### config.mk
export PLATFORM = sky130hd
export DESIGN_NAME = pc_fetch_ctrl
export DESIGN_NICKNAME = d
export VERILOG_FILES = /design/src/rtl/pc_fetch_ctrl_pkg.sv /design/src/rtl/npc_target_calc.sv /design/src/rtl/pc_fetch_ctrl.sv
export SDC_FILE = /design/constraint.sdc
export NUM_CORES = 1
export LEC_CHECK = 0
export ABC_AREA = 1
export BUFFER_PORTS_ARGS = -buffer_cell sky130_fd_sc_hd__buf_2
export CAP_MARGIN = 5
export CELL_PAD_IN_SITES_DETAIL_PLACEMENT = 1
export CELL_PAD_IN_SITES_GLOBAL_PLACEMENT = 2
export CORE_MARGIN = 5
export CORE_UTILIZATION = 31
export CTS_BUF_LIST = sky130_fd_sc_hd__clkbuf_4 sky130_fd_sc_hd__clkbuf_8 sky130_fd_sc_hd__clkbuf_16
export DETAILED_ROUTE_END_ITERATION = 8
export GPL_TIMING_DRIVEN = 0
export PLACE_DENSITY = 0.95
export SETUP_SLACK_MARGIN = 0.4
export SKIP_CTS_REPAIR_TIMING = 1
export SYNTH_ARGS = -nofsm -noshare
export SYNTH_HDL_FRONTEND = slang
export SYNTH_SLANG_ARGS = --single-unit
### constraint.sdc
create_clock -name clk -period 2.7 [get_ports clk]
set_input_delay 0.135 -clock clk [delete_from_list [all_inputs] [get_ports clk]]
set_output_delay 0.135 -clock clk [all_outputs]
set_load 0.1 [all_outputs]
### src/rtl/pc_fetch_ctrl_pkg.sv
// Shared encodings for the fetch sequencer: NPC redirect opcodes and FETCH state codes.
// S_TRAP exists only when PC_MISALIGN_TRAP_EN is defined.
package pc_fetch_ctrl_pkg;

  localparam logic [2:0] NPC_PLUS4  = 3'b000;
  localparam logic [2:0] NPC_BRANCH = 3'b001;
  localparam logic [2:0] NPC_JUMP   = 3'b010;
  localparam logic [2:0] NPC_JALR   = 3'b100;

  typedef enum logic [2:0] {
    S_IDLE = 3'd0,
    S_REQ  = 3'd1,
    S_WAIT = 3'd2,
    S_KILL = 3'd3,
    S_HOLD = 3'd4
`ifdef PC_MISALIGN_TRAP_EN
    ,S_TRAP = 3'd5
`endif
  } fetch_state_e;

endpackage

### src/rtl/npc_target_calc.sv
// Combinational redirect-target adder. With PC_MISALIGN_TRAP_EN the raw target is passed
// through with a misaligned flag; otherwise the low two bits are forced to zero.
module npc_target_calc
  import pc_fetch_ctrl_pkg::*;
#(
  parameter int unsigned XLEN = 32
) (
  input  logic [2:0]      rd_op_i,
  input  logic [XLEN-1:0] rd_pc_i,
  input  logic [XLEN-1:0] rd_imm_i,
  input  logic [XLEN-1:0] rd_rs1_i,
`ifdef PC_MISALIGN_TRAP_EN
  output logic            misaligned_o,
`endif
  output logic [XLEN-1:0] target_o
);

  logic [XLEN-1:0] rawTarget;

  // Unknown opcodes fall back to sequential flow.
  always_comb begin
    case (rd_op_i)
      NPC_BRANCH, NPC_JUMP: rawTarget = rd_pc_i + rd_imm_i;
      NPC_JALR:             rawTarget = (rd_rs1_i + rd_imm_i) & {{(XLEN-1){1'b1}}, 1'b0};
      default:              rawTarget = rd_pc_i + XLEN'(4);
    endcase
  end

`ifdef PC_MISALIGN_TRAP_EN
  assign misaligned_o = |rawTarget[1:0];
  assign target_o     = rawTarget;
`else
  assign target_o     = {rawTarget[XLEN-1:2], 2'b00};
`endif

endmodule

### src/rtl/pc_fetch_ctrl.sv
// Fetch sequencer owning the architectural PC: one imem request in flight, one-entry decode buffer.
// Optional misaligned-target trap enabled by defining PC_MISALIGN_TRAP_EN.
module pc_fetch_ctrl
  import pc_fetch_ctrl_pkg::*;
#(
  parameter int unsigned     XLEN     = 32,
  parameter logic [XLEN-1:0] RESET_PC = '0
) (
  input  logic            clk,
  input  logic            rstn,
  output logic            imem_req_valid,
  output logic [XLEN-1:0] imem_req_addr,
  input  logic            imem_req_ready,
  input  logic            imem_rsp_valid,
  input  logic [XLEN-1:0] imem_rsp_data,
  output logic            if_valid,
  output logic [XLEN-1:0] if_pc,
  output logic [XLEN-1:0] if_instr,
  input  logic            if_ready,
  input  logic            rd_valid,
  input  logic [2:0]      rd_op,
  input  logic [XLEN-1:0] rd_pc,
  input  logic [XLEN-1:0] rd_imm,
  input  logic [XLEN-1:0] rd_rs1,
  output logic            trap_valid
);

  fetch_state_e    state_q, state_d;
  logic [XLEN-1:0] pc_q, pc_d;
  logic [XLEN-1:0] ifPc_q, ifPc_d;
  logic [XLEN-1:0] ifInstr_q, ifInstr_d;
  logic            trapPend_q, trapPend_d;
  logic            reqValid_q, ifValid_q;
  logic [XLEN-1:0] tgtPc;
  logic            mis;

`ifdef PC_MISALIGN_TRAP_EN
  localparam fetch_state_e TrapState = S_TRAP;
  logic tgtMis;
  logic trapValid_q;

  npc_target_calc #(.XLEN(XLEN)) u_npc (
    .rd_op_i      (rd_op),
    .rd_pc_i      (rd_pc),
    .rd_imm_i     (rd_imm),
    .rd_rs1_i     (rd_rs1),
    .misaligned_o (tgtMis),
    .target_o     (tgtPc)
  );
  assign mis = tgtMis;
`else
  // Without the trap option targets are always aligned, so the trap path is never taken.
  localparam fetch_state_e TrapState = S_REQ;

  npc_target_calc #(.XLEN(XLEN)) u_npc (
    .rd_op_i  (rd_op),
    .rd_pc_i  (rd_pc),
    .rd_imm_i (rd_imm),
    .rd_rs1_i (rd_rs1),
    .target_o (tgtPc)
  );
  assign mis = 1'b0;
`endif

  always_comb begin
    state_d    = state_q;
    pc_d       = pc_q;
    ifPc_d     = ifPc_q;
    ifInstr_d  = ifInstr_q;
    trapPend_d = trapPend_q;
    if (rd_valid) pc_d = tgtPc;
    case (state_q)
      S_IDLE: begin
        state_d = S_REQ;
        if (rd_valid && mis) begin
          state_d = TrapState;
          ifPc_d  = tgtPc;
        end
      end
      // A redirect on the handshake cycle leaves a stale request that must be drained.
      S_REQ: begin
        if (imem_req_ready) begin
          state_d = S_WAIT;
          if (rd_valid) begin
            state_d    = S_KILL;
            trapPend_d = mis;
          end
        end else if (rd_valid && mis) begin
          state_d = TrapState;
          ifPc_d  = tgtPc;
        end
      end
      S_WAIT: begin
        if (rd_valid) begin
          if (imem_rsp_valid) begin
            state_d = mis ? TrapState : S_REQ;
            if (mis) ifPc_d = tgtPc;
          end else begin
            state_d    = S_KILL;
            trapPend_d = mis;
          end
        end else if (imem_rsp_valid) begin
          ifInstr_d = imem_rsp_data;
          ifPc_d    = pc_q;
          pc_d      = pc_q + XLEN'(4);
          state_d   = S_HOLD;
        end
      end
      S_KILL: begin
        if (rd_valid) trapPend_d = mis;
        if (imem_rsp_valid) begin
          trapPend_d = 1'b0;
          if (rd_valid ? mis : trapPend_q) begin
            state_d = TrapState;
            ifPc_d  = rd_valid ? tgtPc : pc_q;
          end else begin
            state_d = S_REQ;
          end
        end
      end
      S_HOLD: begin
        if (rd_valid) begin
          state_d = mis ? TrapState : S_REQ;
          if (mis) ifPc_d = tgtPc;
        end else if (if_ready) begin
          state_d = S_REQ;
        end
      end
`ifdef PC_MISALIGN_TRAP_EN
      S_TRAP: begin
        if (rd_valid) begin
          if (mis) ifPc_d = tgtPc;
          else     state_d = S_REQ;
        end
      end
`endif
      default: state_d = S_IDLE;
    endcase
  end

  always_ff @(posedge clk or negedge rstn) begin
    if (!rstn) begin
      state_q     <= S_IDLE;
      pc_q        <= RESET_PC;
      ifPc_q      <= '0;
      ifInstr_q   <= '0;
      trapPend_q  <= 1'b0;
      reqValid_q  <= 1'b0;
      ifValid_q   <= 1'b0;
`ifdef PC_MISALIGN_TRAP_EN
      trapValid_q <= 1'b0;
`endif
    end else begin
      state_q     <= state_d;
      pc_q        <= pc_d;
      ifPc_q      <= ifPc_d;
      ifInstr_q   <= ifInstr_d;
      trapPend_q  <= trapPend_d;
      reqValid_q  <= (state_d == S_REQ);
      ifValid_q   <= (state_d == S_HOLD);
`ifdef PC_MISALIGN_TRAP_EN
      trapValid_q <= (state_d == S_TRAP);
`endif
    end
  end

  assign imem_req_valid = reqValid_q;
  assign imem_req_addr  = pc_q;
  assign if_valid       = ifValid_q;
  assign if_pc          = ifPc_q;
  assign if_instr       = ifInstr_q;
`ifdef PC_MISALIGN_TRAP_EN
  assign trap_valid     = trapValid_q;
`else
  assign trap_valid     = 1'b0;
`endif

endmodule

==> flow_metrics.py <==
metrics = {
    "setup_path": {
        "crit_top_cell": "nand2_1",
        "cp_slowest_cell": "dfrtp_1",
        "path_delay_family": "simple AND/OR/NAND/NOR gates",
        "cp.required_ps": 2940,
        "cp_max_fo": 6,
        "path_buf_inv": 1,
        "cp-start-kind": "register",
        "cp-end-kind": "register",
        "path_cells": "nand2_1 -> inv_1 -> nand3_1 -> nor3_1 -> nand2_1 -> nor3_2 -> nand2_1 -> xnor2_1 -> nand2_1 -> nand2_1",
        "cp.arrival_ps": 2310,
        "critPathMaxStageDelay_ps": 470,
        "path_class": "reg -> reg",
    },
    "clock_network": {
        "cts_root_buf": "clkbuf_16",
        "clkTransAtPathRegs_ps": 70,
        "cts_num_sinks": 102,
        "cts_buffers": 9,
        "clockBufferDepth": 2,
        "worstSkewPairLatency_ps": 350,
        "cts_tree": "built",
        "h-tree-depth": 3,
    },
    "cells_and_area": {
        "area_growth_pct": 19.6,
        "layout-drive-gt1-share_pct": 16.1,
        "multi_input_area_um2": 6770,
        "seq_area_um2": 2560,
        "nNetsFinal": 2238,
        "diodes": 0,
        "fin_util_pct": 37.3,
        "n_fill_cell": 4751,
    },
    "synth": {
        "synth.avg_cell_area_um2": 5.96,
        "synth_warnings": 0,
        "ys_types": 45,
        "synth_edf_count": 0,
        "yosysTopAreaCellShare_pct": 23.9,
        "synthesis.area_um2": 10700,
        "synthTopCellsByCount": "656 x nand2_1, 328 x inv_1, 142 x nand3_1, 127 x nor2_1, 102 x dfrtp_1",
        "ys.flop_type": "dfrtp_1",
        "synth-seq-cells": 102,
        "synthesis.nets": 1992,
        "async_reset_ff_share_pct": 100,
        "synth_area_leader_cell": "dfrtp_1",
        "seq_area_frac_synth_pct": 23.9,
        "synth_area_leaders": "dfrtp_1 24%, nand2_1 23%, inv_1 12%",
        "syn_inst": 1793,
        "yosysMostFrequentCell": "nand2_1",
    },
    "global_route": {
        "grt_pass1_vias": 12600,
        "antenna_found_initial": 0,
        "overflow": 0,
        "grt_use_total_pct": 21.7,
        "grt_pass1_wl_mm": 66.9,
        "grt_max_degree": 59,
    },
    "timing": {
        "hold_viol_final": 0,
        "finalCritPeriodShare_pct": 76.7,
        "fin_skew_ps": 4.01,
        "tightest_slew_ps": 794,
        "grt_setup_unrepaired": "no",
        "slew_headroom_pct": 47.0,
        "fin_setup_tns_ps": 0,
        "slew_violations": 0,
        "fin_hold_ws_ps": 17.9,
        "clock.fmax_mhz": 483,
        "min_period_ps": 2070,
        "setup_viol": 0,
    },
    "worst_hold_path": {
        "hold_path.class": "in -> reg",
    },
    "route": {
        "via_per_inst": 4.85,
        "ant_nets": 0,
        "drc": 0,
        "vias": 12100,
        "firstDrtPassIters": 5,
        "first_iter_violations": 584,
        "wl_per_cell_um": 17.2,
        "drt_wl_total_mm": 43.0,
    },
    "placed_design": {
        "port_buffers": 233,
        "place_congestion": 0.920,
        "dp_hpwl_mm": 37.5,
    },
    "floorplan": {
        "coreArea_um2": 34300,
        "pin_count": 236,
        "chipWidth_um": 196,
        "die_area_um2": 38300,
        "initial_core_util_pct": 31.2,
        "die_y_um": 196,
        "row_count": 68,
    },
    "status": {
        "status": "completed",
    },
    "pwr": {
        "cellPowerDensity_nw_per_um2": 868,
        "peakVddDrop_uv": 1080,
        "finalPower_w": 0.0111,
        "p_leak_nw": 7.40,
    },
    "flow_run": {
        "maxCapViolCount": 0,
    },
}
-- sequential cells by signal, summed over array words and instances (netlist names) --
| signal | cells |
|---|---|
| state_q | 3 |
| imem_req_valid | 1 |
| if_instr | 32 |
| imem_req_addr | 32 |
| trapPend_q | 1 |
| if_valid | 1 |
| if_pc | 32 |
-- routing by layer --
layer | global-route usage, % | routed length, um
met1 | 27.8 | 19200
met2 | 39.7 | 21400
met3 | 2.03 | 1620
met4 | 4.99 | 784
met5 | 0 | 0
-- cell families after synthesis --
kind of cell | after synthesis | share of synthesized area, %
flops | 102 | 23.9
compound gates | 170 | 8.73
simple gates | 1017 | 40.0
fa+ha+maj | 62 | 7.25
xor+xnor | 44 | 3.60
mux | 34 | 3.58
buf+inv | 363 | 12.9
other cells | 1 | 0.0351
-- path summary, 6_finish.rpt --
kind                                        startpoint                           to  cells after the start  slack [ps]
min in group asynchronous                         rstn     if_instr[14]$_DFFE_PN0P_                      2         340
min reg2reg                   if_instr[11]$_DFFE_PN0P_     if_instr[11]$_DFFE_PN0P_                      1         500
max                        imem_req_addr[10]$_DFF_PN0_  imem_req_addr[31]$_DFF_PN0_                     10         630
min                                  imem_rsp_data[27]     if_instr[27]$_DFFE_PN0P_                      2          20
max in group asynchronous                         rstn     if_instr[26]$_DFFE_PN0P_                      3        1660
max reg2reg                imem_req_addr[10]$_DFF_PN0_  imem_req_addr[31]$_DFF_PN0_                     10         630
-- layout make-up --
type / count / area share (%)
well taps: 455 / 4.45
inverters: 333 / 9.79
clock buffers: 11 / 1.93
plain buffers: 30 / 0.988
flip-flops and latches: 102 / 20.0
multi-input cells: 1328 / 53.0
repair buffers: 235 / 9.43
clock inverters: 5 / 0.450
-- cells in the final DEF (no fill, tap or decap), types with 4 or more instances in the layout --
cell type / Yosys / routed
a21boi_0: 15 / 15
a21oi_1: 49 / 49
and3_1: 4 / 4
buf_2: 8 / 240
clkbuf_1: 19 / 19
clkbuf_16: 0 / 9
dfrtp_1: 102 / 98
dfrtp_2: 0 / 4
ha_1: 62 / 62
inv_1: 328 / 328
mux2_2: 34 / 34
nand2_1: 656 / 656
nand3_1: 142 / 142
nand3b_1: 12 / 12
nand4_1: 13 / 13
nor2_1: 127 / 127
nor2_2: 4 / 4
nor2_4: 4 / 4
nor3_1: 30 / 30
o21ai_0: 87 / 87
o21bai_1: 6 / 6
or2_2: 9 / 9
xnor2_1: 19 / 19
xor2_1: 25 / 25
-- power by group --
group	internal [W]	leakage (nW)	switching [W]
registers	0.00210	1.25	0.000410
logic	0.00128	6.00	0.00598
clock network	0.000756	0.153	0.000564
total	0.00414	7.40	0.00696
-- per-stage QoR --
| stage | instance area, um^2 | setup WS, ps | instances |
|---|---|---|---|
| finish | 12800 | 630 | 2499 |
| global route | 12800 | 466 | 2499 |
| CTS | 12800 | 522 | 2498 |
| detailed placement | 12500 | 351 | 2482 |
| global placement | 12400 | 243 | 2481 |
| floorplan | 10700 | 410 | 1793 |
(Power assumes the default switching activity.)
